**src/rtl/lsu_pkg.sv**
```systemverilog
// lsu_pkg: shared types, constants and alignment check for the load/store unit
package lsu_pkg;
  localparam int LSU_XLEN = 32;
  localparam int BYTES = LSU_XLEN / 8;
  typedef enum logic [2:0] {
    LB  = 3'b000,
    LH  = 3'b001,
    LW  = 3'b010,
    LBU = 3'b100,
    LHU = 3'b101
  } lsu_size_t;
  typedef enum logic [1:0] {
    IDLE = 2'd0,
    REQ  = 2'd1,
    RSP  = 2'd2
  } lsu_state_t;
  function automatic logic misaligned(input logic [2:0] size, input logic [1:0] lo);
    return (size == 3'b011) || (size[2:1] == 2'b11) ||
           (size[1:0] == 2'b01 && lo[0]) || (size == 3'b010 && lo != 2'b00);
  endfunction
endpackage

```
**src/rtl/load_align.sv**
```systemverilog
// load_align: selects the addressed lane of a read word and sign/zero-extends it
module load_align
  import lsu_pkg::*;
(
  input  logic [LSU_XLEN-1:0] rdata,
  input  logic [1:0]          addr,
  input  logic [2:0]          size,
  output logic [LSU_XLEN-1:0] data
);
  logic [7:0]  b;
  logic [15:0] h;
  always_comb begin
    b = rdata[{addr, 3'b000} +: 8];
    h = addr[1] ? rdata[31:16] : rdata[15:0];
    data = (size == LB)  ? {{24{b[7]}}, b} :
           (size == LBU) ? {24'b0, b} :
           (size == LH)  ? {{16{h[15]}}, h} :
           (size == LHU) ? {16'b0, h} : rdata;
  end
endmodule

```
**src/rtl/load_store_unit.sv**
```systemverilog
// load_store_unit: RV32I byte/half/word memory-access stage with misalignment exceptions
module load_store_unit
  import lsu_pkg::*;
#(
  parameter int ADDR_WIDTH = 32,
  parameter int DATA_WIDTH = 32,
  parameter int REG_ADDR_WIDTH = 5
) (
  input  logic                      clk,
  input  logic                      rst_n,
  input  logic                      req_valid,
  output logic                      req_ready,
  input  logic                      req_we,
  input  logic [2:0]                req_size,
  input  logic [ADDR_WIDTH-1:0]     req_addr,
  input  logic [DATA_WIDTH-1:0]     req_wdata,
  input  logic [REG_ADDR_WIDTH-1:0] req_rd,
  output logic                      dmem_req_valid,
  input  logic                      dmem_req_ready,
  output logic                      dmem_we,
  output logic [ADDR_WIDTH-1:0]     dmem_addr,
  output logic [DATA_WIDTH/8-1:0]   dmem_be,
  output logic [DATA_WIDTH-1:0]     dmem_wdata,
  input  logic                      dmem_rsp_valid,
  input  logic [DATA_WIDTH-1:0]     dmem_rdata,
  output logic                      wb_valid,
  output logic [REG_ADDR_WIDTH-1:0] wb_rd,
  output logic [DATA_WIDTH-1:0]     wb_data,
  output logic                      st_done,
  output logic                      exc_valid,
  output logic [ADDR_WIDTH-1:0]     exc_addr,
  output logic                      exc_store
);
  lsu_state_t                state, state_next;
  logic                      q_we;
  logic [2:0]                q_size;
  logic [1:0]                q_lo;
  logic [REG_ADDR_WIDTH-1:0] q_rd;
  logic                      accept, bad;
  logic [BYTES-1:0]          be_next;
  logic [DATA_WIDTH-1:0]     wdata_next, ld_data;
  load_align u_align (
    .rdata(dmem_rdata),
    .addr (q_lo),
    .size (q_size),
    .data (ld_data)
  );
  always_comb begin
    req_ready = rst_n && state == IDLE;
    accept = req_valid && req_ready;
    bad = misaligned(req_size, req_addr[1:0]);
    be_next = (req_size[1:0] == 2'b00) ? 4'b0001 << req_addr[1:0] :
              (req_size[1:0] == 2'b01) ? 4'b0011 << req_addr[1:0] : 4'b1111;
    wdata_next = (req_size[1:0] == 2'b00) ? {4{req_wdata[7:0]}} :
                 (req_size[1:0] == 2'b01) ? {2{req_wdata[15:0]}} : req_wdata;
    dmem_req_valid = state == REQ;
    dmem_we = state == REQ && q_we;
    state_next = state;
    if (state == IDLE && accept && !bad) state_next = REQ;
    if (state == REQ && dmem_req_ready) state_next = q_we ? IDLE : RSP;
    if (state == RSP && dmem_rsp_valid) state_next = IDLE;
  end
  always_ff @(posedge clk) begin
    if (!rst_n) begin
      state <= IDLE;
      q_we <= 1'b0;
      q_size <= 3'b0;
      q_lo <= 2'b0;
      q_rd <= '0;
      dmem_addr <= '0;
      dmem_be <= '0;
      dmem_wdata <= '0;
      wb_valid <= 1'b0;
      wb_rd <= '0;
      wb_data <= '0;
      st_done <= 1'b0;
      exc_valid <= 1'b0;
      exc_addr <= '0;
      exc_store <= 1'b0;
    end else begin
      state <= state_next;
      wb_valid <= 1'b0;
      st_done <= 1'b0;
      exc_valid <= 1'b0;
      if (accept) begin
        q_we <= req_we;
        q_size <= req_size;
        q_lo <= req_addr[1:0];
        q_rd <= req_rd;
        dmem_addr <= {req_addr[ADDR_WIDTH-1:2], 2'b00};
        dmem_be <= be_next;
        dmem_wdata <= wdata_next;
        if (bad) begin
          exc_valid <= 1'b1;
          exc_addr <= req_addr;
          exc_store <= req_we;
        end
      end
      if (state == REQ && dmem_req_ready && q_we) st_done <= 1'b1;
      if (state == RSP && dmem_rsp_valid) begin
        wb_valid <= 1'b1;
        wb_data <= ld_data;
        wb_rd <= q_rd;
      end
    end
  end
endmodule

```
**config.mk**
```make
export PLATFORM = sky130hd
export DESIGN_NAME = load_store_unit
export DESIGN_NICKNAME = d
export VERILOG_FILES = /design/src/rtl/lsu_pkg.sv /design/src/rtl/load_align.sv /design/src/rtl/load_store_unit.sv
export SDC_FILE = /design/constraint.sdc
export NUM_CORES = 1
export LEC_CHECK = 0
export BUFFER_PORTS_ARGS = -buffer_cell sky130_fd_sc_hd__buf_2
export CORE_MARGIN = 5
export CORE_UTILIZATION = 53
export CTS_BUF_LIST = sky130_fd_sc_hd__clkbuf_16
export DETAILED_ROUTE_END_ITERATION = 16
export GPL_ROUTABILITY_DRIVEN = 0
export MAX_ROUTING_LAYER = met4
export PLACE_DENSITY = 0.85
export SYNTH_ARGS = -nofsm -noshare
export SYNTH_HDL_FRONTEND = slang
export SYNTH_HIERARCHICAL = 1
export SYNTH_SLANG_ARGS = --single-unit
export TNS_END_PERCENT = 10
```
**constraint.sdc**
```tcl
create_clock -name clk -period 3.5 [get_ports clk]
set_input_delay 0.35 -clock clk [delete_from_list [all_inputs] [get_ports clk]]
set_output_delay 0.35 -clock clk [all_outputs]
set_load 0.005 [all_outputs]
```
**Word level (Yosys, flattened, before mapping)**

Index checks and enable logic that the tools add are counted.

- Flip-flop bits (word level): 152
- Latch bits: 0
- RAM bits: 0
- ROM bits: 0
- Bits of input ports: 110
- Output and inout port bits: 144
- Word-level logic and storage cells: 65
- Memories: 0

- Add/subtract/negate cells: 0
- Multipliers: 0
- Divide/modulo/power cells: 0
- $lt $le $gt $ge: 0
- Equal/unequal tests: 9
- Shifts and indexed selects: 3
- Muxes and demuxes: 15
- Bitwise gates (word level): 1
- Reduce and logical (&&, ||, !) cells: 22

Operators by type and width:

| kind | count |
|---|---|
| 32-bit 2-to-1 mux | 6 |
| 32-bit by 6-bit indexed part select with 8-bit output | 1 |
| 16-bit 2-to-1 mux | 1 |
| 1-bit logical AND | 10 |
| 4-bit 2-to-1 mux | 2 |
| 3-bit by 2-bit == test with 1-bit output (second input constant) | 2 |
| 3-bit == test (second input constant) | 2 |
| 2-bit 2-to-1 mux | 3 |
| 2-bit by 1-bit == test with 1-bit output (second input constant) | 2 |
| 2-bit == test (second input constant) | 2 |
| 2-bit zero test | 2 |
| 2-bit AND reduction | 2 |
| 2-bit nonzero test | 2 |
| 1-bit by 2-bit left shift with 4-bit output (first input constant) | 1 |
| 2-bit by 2-bit left shift with 4-bit output (first input constant) | 1 |
| 3-bit by 1-bit == test with 1-bit output (second input constant) | 1 |
| 3-bit zero test | 1 |
| 1-bit logical OR | 3 |
| 1-bit 2-to-1 mux | 3 |
| 2-bit OR reduction | 1 |
| 1-bit zero test | 1 |
| 1-bit NOT | 1 |

**Depth between registers and ports, before layout**

- Word-level depth: 8
- Gate-level depth with buffers: 8
- Mapped depth without buffers: 5

**Cells and area by module**

Netlist, hierarchy kept.

By module, submodules not included:

| module | instances | cells an instance | area each (sq um) | sequential area each (sq um) |
|---|---|---|---|---|
| load_store_unit | 1 | 624 | 5,748.0 | 3,042.9 |
| load_align | 1 | 127 | 930.9 | 0.0 |

**Least setup slack after synthesis**

OpenSTA, ideal clock, no wires.

- Path type: flip-flop to flip-flop
- From: register q_lo[1]
- To: register wb_data[5]
- Setup time: 117 ps
- Arrival: 1,586 ps
- Data required time: 3,383 ps
- Path slack: 1,797 ps
- Stages on the path, launching flop included: 6
- Buffers on the path: 2
- Period minus slack after synthesis: 1,703 ps
- Cells stage by stage: dfxtp_1 buf_4 clkbuf_1 mux2_2 a221o_1 a22o_1

- Longest elaborated chain between the ends: 5
- Elaborated cells on any way between the ends: 6
- Classes of those cells: shift: 1; mux: 5

Ends and longest elaborated chain:

| element | RTL line | RTL |
|---|---|---|
| start, declared | load_store_unit.sv:37 | `logic [1:0] q_lo;` |
| start signal, assigned | load_store_unit.sv:88 | `q_lo <= req_addr[1:0];` |
| parallel branches: the longest is 4 deep, another holds 32-bit by 6-bit indexed part select with 8-bit output | -- |  |
| 32-bit 2-to-1 mux * | load_align.sv:15 | `data = (size == LB) ? {{24{b[7]}}, b} :` |
| via ld_data[5] | load_store_unit.sv:41 | `logic [DATA_WIDTH-1:0] wdata_next, ld_data;` |
| end signal, assigned | load_store_unit.sv:102 | `wb_data <= ld_data;` |
| end, declared | load_store_unit.sv:28 | `output logic [DATA_WIDTH-1:0] wb_data,` |

Mark *: on every way through the listed nets, which the timed path passes.
A chain may end at the register's enable or synchronous reset.

**Worst setup path after layout**

- From: register q_size[0]
- To: register wb_data[21]

- Longest elaborated chain between the ends: 5
- Elaborated cells on any way between the ends: 8
- Classes of those cells: eq/ne: 3; mux: 4; reduce/logical: 1

Ends and longest elaborated chain:

| element | RTL line | RTL |
|---|---|---|
| start, declared | load_store_unit.sv:36 | `logic [2:0] q_size;` |
| start signal, assigned | load_store_unit.sv:87 | `q_size <= req_size;` |
| 3-bit == test | load_align.sv:18 | `(size == LHU) ? {16'b0, h} : rdata;` |
| 32-bit 2-to-1 mux | load_align.sv:18 |  |
| 32-bit 2-to-1 mux | load_align.sv:17 | `(size == LH) ? {{16{h[15]}}, h} :` |
| 32-bit 2-to-1 mux | load_align.sv:16 | `(size == LBU) ? {24'b0, b} :` |
| 32-bit 2-to-1 mux * | load_align.sv:15 |  |
| via ld_data[21] | load_store_unit.sv:41 |  |

Mark *: on every way through the listed nets, which the timed path passes. The rest lies on a longest branch.

==> impl_metrics.yaml <==
synthesis:
  syn-cell-area_um2: 6680
  yosys_warnings: 6
  synth_ff_type: "dfxtp_1"
  async_flop_share_pct: 0
  synthCells: 751
  synth.area.top_cells: "dfxtp_1 46%, nand2_1 8.9%, a22o_1 5.8%"
  synth_top_area_share_pct: 45.6
  ys_seq_area_share_pct: 45.6
  ys_types: 46
  yosys.area.top_type: "dfxtp_1"
  syn_area_per_cell_um2: 8.89
  synth-seq-cells: 152
  synth-edff-count: 0
critical_path:
  cp_slowest_cell: "dfxtp_1"
  worst_setup_path_start_kind: "register"
  endpoint_kind: "register"
  rr_endpoint: "wb_data[21]"
  cp_max_fo: 29
  crit_family: "simple AND/OR/NAND/NOR gates"
  critPathBufInv: 0
  regToRegStartpoint: "q_size[0]"
  worstPathCellList: "nor3_1 > nand3b_1 > nand3_2 > a22o_1"
  cpPeakStageDelay_ps: 930
  reg2reg_slack_ps: 1280
  crit_required_ps: 3810
  cp_data_arrival_time_ps: 2520
  reg2reg_depth: 4
  critPathKind: "reg -> reg"
detailed_routing:
  ant_nets: 0
  wl_per_cell_um: 17.6
  drc: 0
  drt-vias-per-instance: 5.68
  wl_um: 20000
  via_count: 6477
  drt_iter0_drc: 535
  firstDrtPassIters: 5
timing:
  finalHoldViolations: 0
  period_minus_slack_ps: 2220
  slew_violations: 0
  whs_ps: 174
  post-route-period-util_pct: 63.4
  max_freq_ghz: 0.451
  setup_tns_ps: 0
  slew_headroom_pct: 24.7
  worst_slew_pin_slew_ps: 1130
  rsz0062_at_grt: "false"
  finalSetupViolCount: 0
  finClkSkew_ps: 7.82
place:
  dpl.cell_count: 1108
  portBuffers: 251
  dp_hpwl_um: 14000
finish:
  layout_commonest_cell: "buf_2"
  diodes: 0
  final_cell_count_no_fill: 1140
  seq_area_um2: 3040
  layout_common_cells: "251 x buf_2, 159 x nand2_1, 152 x dfxtp_1, 50 x a21oi_1, 44 x a22o_1"
  nNetsFinal: 1069
  syn_to_final_growth_pct: 27.0
  multi_input_area_um2: 3250
  num-fill-cells: 1040
  drive_gt1_share_pct: 36.7
  final_util_pct: 68.0
floorplanning:
  num_io_pins: 254
  start_util_pct: 53.6
  core_um2: 12500
  die_y_um: 122
  dieArea_um2: 14900
  die-width_um: 122
  placementRows: 41
pwr:
  p_leak_nw: 3.89
  switchingPower_mw: 1.09
  power_frac_comb_pct: 13.3
  p_int_mw: 3.25
  power.share.sequential_pct: 43.2
  ir_drop_mv: 0.419
  clkPwrFrac_pct: 43.5
  power_mw: 4.35
  p_sw_share_pct: 25.2
  power_density_nw_per_um2: 513
clock_network:
  cts_hold_buf: 0
  cts_root_buffer: "clkbuf_16"
  cts_buffers: 17
  tritoncts: "built"
  htree_levels: 4
  clkTransAtPathRegs_ps: 60
  cts_setup_buffers: 0
  clkSinkCount: 152
  cts.repair.resized: 0
  clock_latency_ps: 410
  clockBufferDepth: 2
hold_path:
  hp-class: "in -> reg"
  hold_depth: 3
  worstHoldStart: "req_rd[2]"
  min_delay_worst_endpoint: "q_rd[2]"
global_routing:
  grt_pass1_vias: 6089
  grt-ovfl-total: 0
  grt_first_pass_wirelength_um: 31000
  grt_use_total_pct: 27.1
  antenna_found_initial: 0
  grt_max_degree: 119
run:
  maxCapViolCount: 0
run_status:
  status: "complete, no violations"
-- worst reg2reg max path: stages, from the launching register on --
cell      delay (ps)
dfxtp_1          930
nor3_1           140
nand3b_1         670
nand3_2          150
a22o_1           230
-- per-layer routing --
| metal | share of wire, % | routed length, um | track usage (%) |
|---|---|---|---|
| met5 | 0 | 0 | - |
| met4 | 2.9 | 574 | 10.7 |
| met3 | 8.9 | 1790 | 6.91 |
| met2 | 49 | 9750 | 43.8 |
| met1 | 40 | 7920 | 32.4 |
-- power by group through the flow --
| stage | registers [mW] | logic, mW | clock network [mW] |
|---|---|---|---|
| floorplan | 1.91 | 0.350 | 0 |
| global placement | 1.91 | 0.560 | 0 |
| detailed placement | 1.91 | 0.574 | 0 |
| CTS | 1.88 | 0.578 | 1.92 |
| global route | 1.89 | 0.640 | 1.99 |
| finish | 1.88 | 0.579 | 1.89 |
-- Yosys cell counts (7+ instances only) --
master / count
buf_2: 25
a21oi_1: 50
a22o_1: 44
a221o_1: 15
mux2_2: 16
nor2_1: 25
or4b_1: 7
nand3_2: 10
nand3_1: 21
a311oi_1: 10
nand2_1: 159
a31oi_1: 8
o21ai_0: 17
o21ai_2: 29
nand3b_1: 8
dfxtp_1: 152
mux2i_1: 20
clkbuf_1: 36
nand4_1: 31
a211oi_1: 8
-- logic make-up after synthesis --
logic type	after synthesis	share of synthesized area (%)
simple gates	282	20.5
compound gates	190	20.8
flops	152	45.6
buf+inv	85	6.26
mux	37	6.03
fa+ha+maj	4	0.749
other cells	1	0.0561
-- worst max-delay path by stage --
stage                      startpoint     endpoint  slack (ps)  depth (start not counted)
after detailed placement  req_size[0]  exc_addr[0]        1010                          5
after global placement    req_size[0]  exc_addr[0]        1040                          5
after floorplan               q_lo[1]   wb_data[5]        1800                          5
after global routing        q_size[0]  wb_data[19]        1030                          4
final                       q_size[0]  wb_data[21]        1280                          4
after CTS                   q_size[0]  wb_data[21]        1290                          4
-- final cells by class --
cell class              instances  share of cell area, %
flip-flops and latches        152                   35.9
clock inverters                15                   2.17
well taps                     172                   2.54
repair buffers                263                   15.9
multi-input cells             515                   38.3
clock buffers                  17                   5.02
inverters                       6                  0.266
-- metrics by stage --
step	area, um2	worst slack, ps
floorplan	6680	1800
global placement	7870	1040
detailed placement	7870	1010
CTS	8480	1290
global route	8480	1030
finish	8480	1280
-- flip-flops by register name (all words and copies together) (netlist names) --
| register | cells |
|---|---|
| wb_valid | 1 |
| exc_addr | 32 |
| st_done | 1 |
| q_size | 3 |
| q_lo | 2 |
| exc_valid | 1 |
| wb_data | 32 |
| dmem_be | 4 |
| dmem_wdata | 32 |
| dmem_addr | 30 |
| exc_store | 1 |
| state | 2 |
| wb_rd | 5 |
| q_rd | 5 |
| q_we | 1 |
No activity file was read; power rests on OpenSTA's default activity.
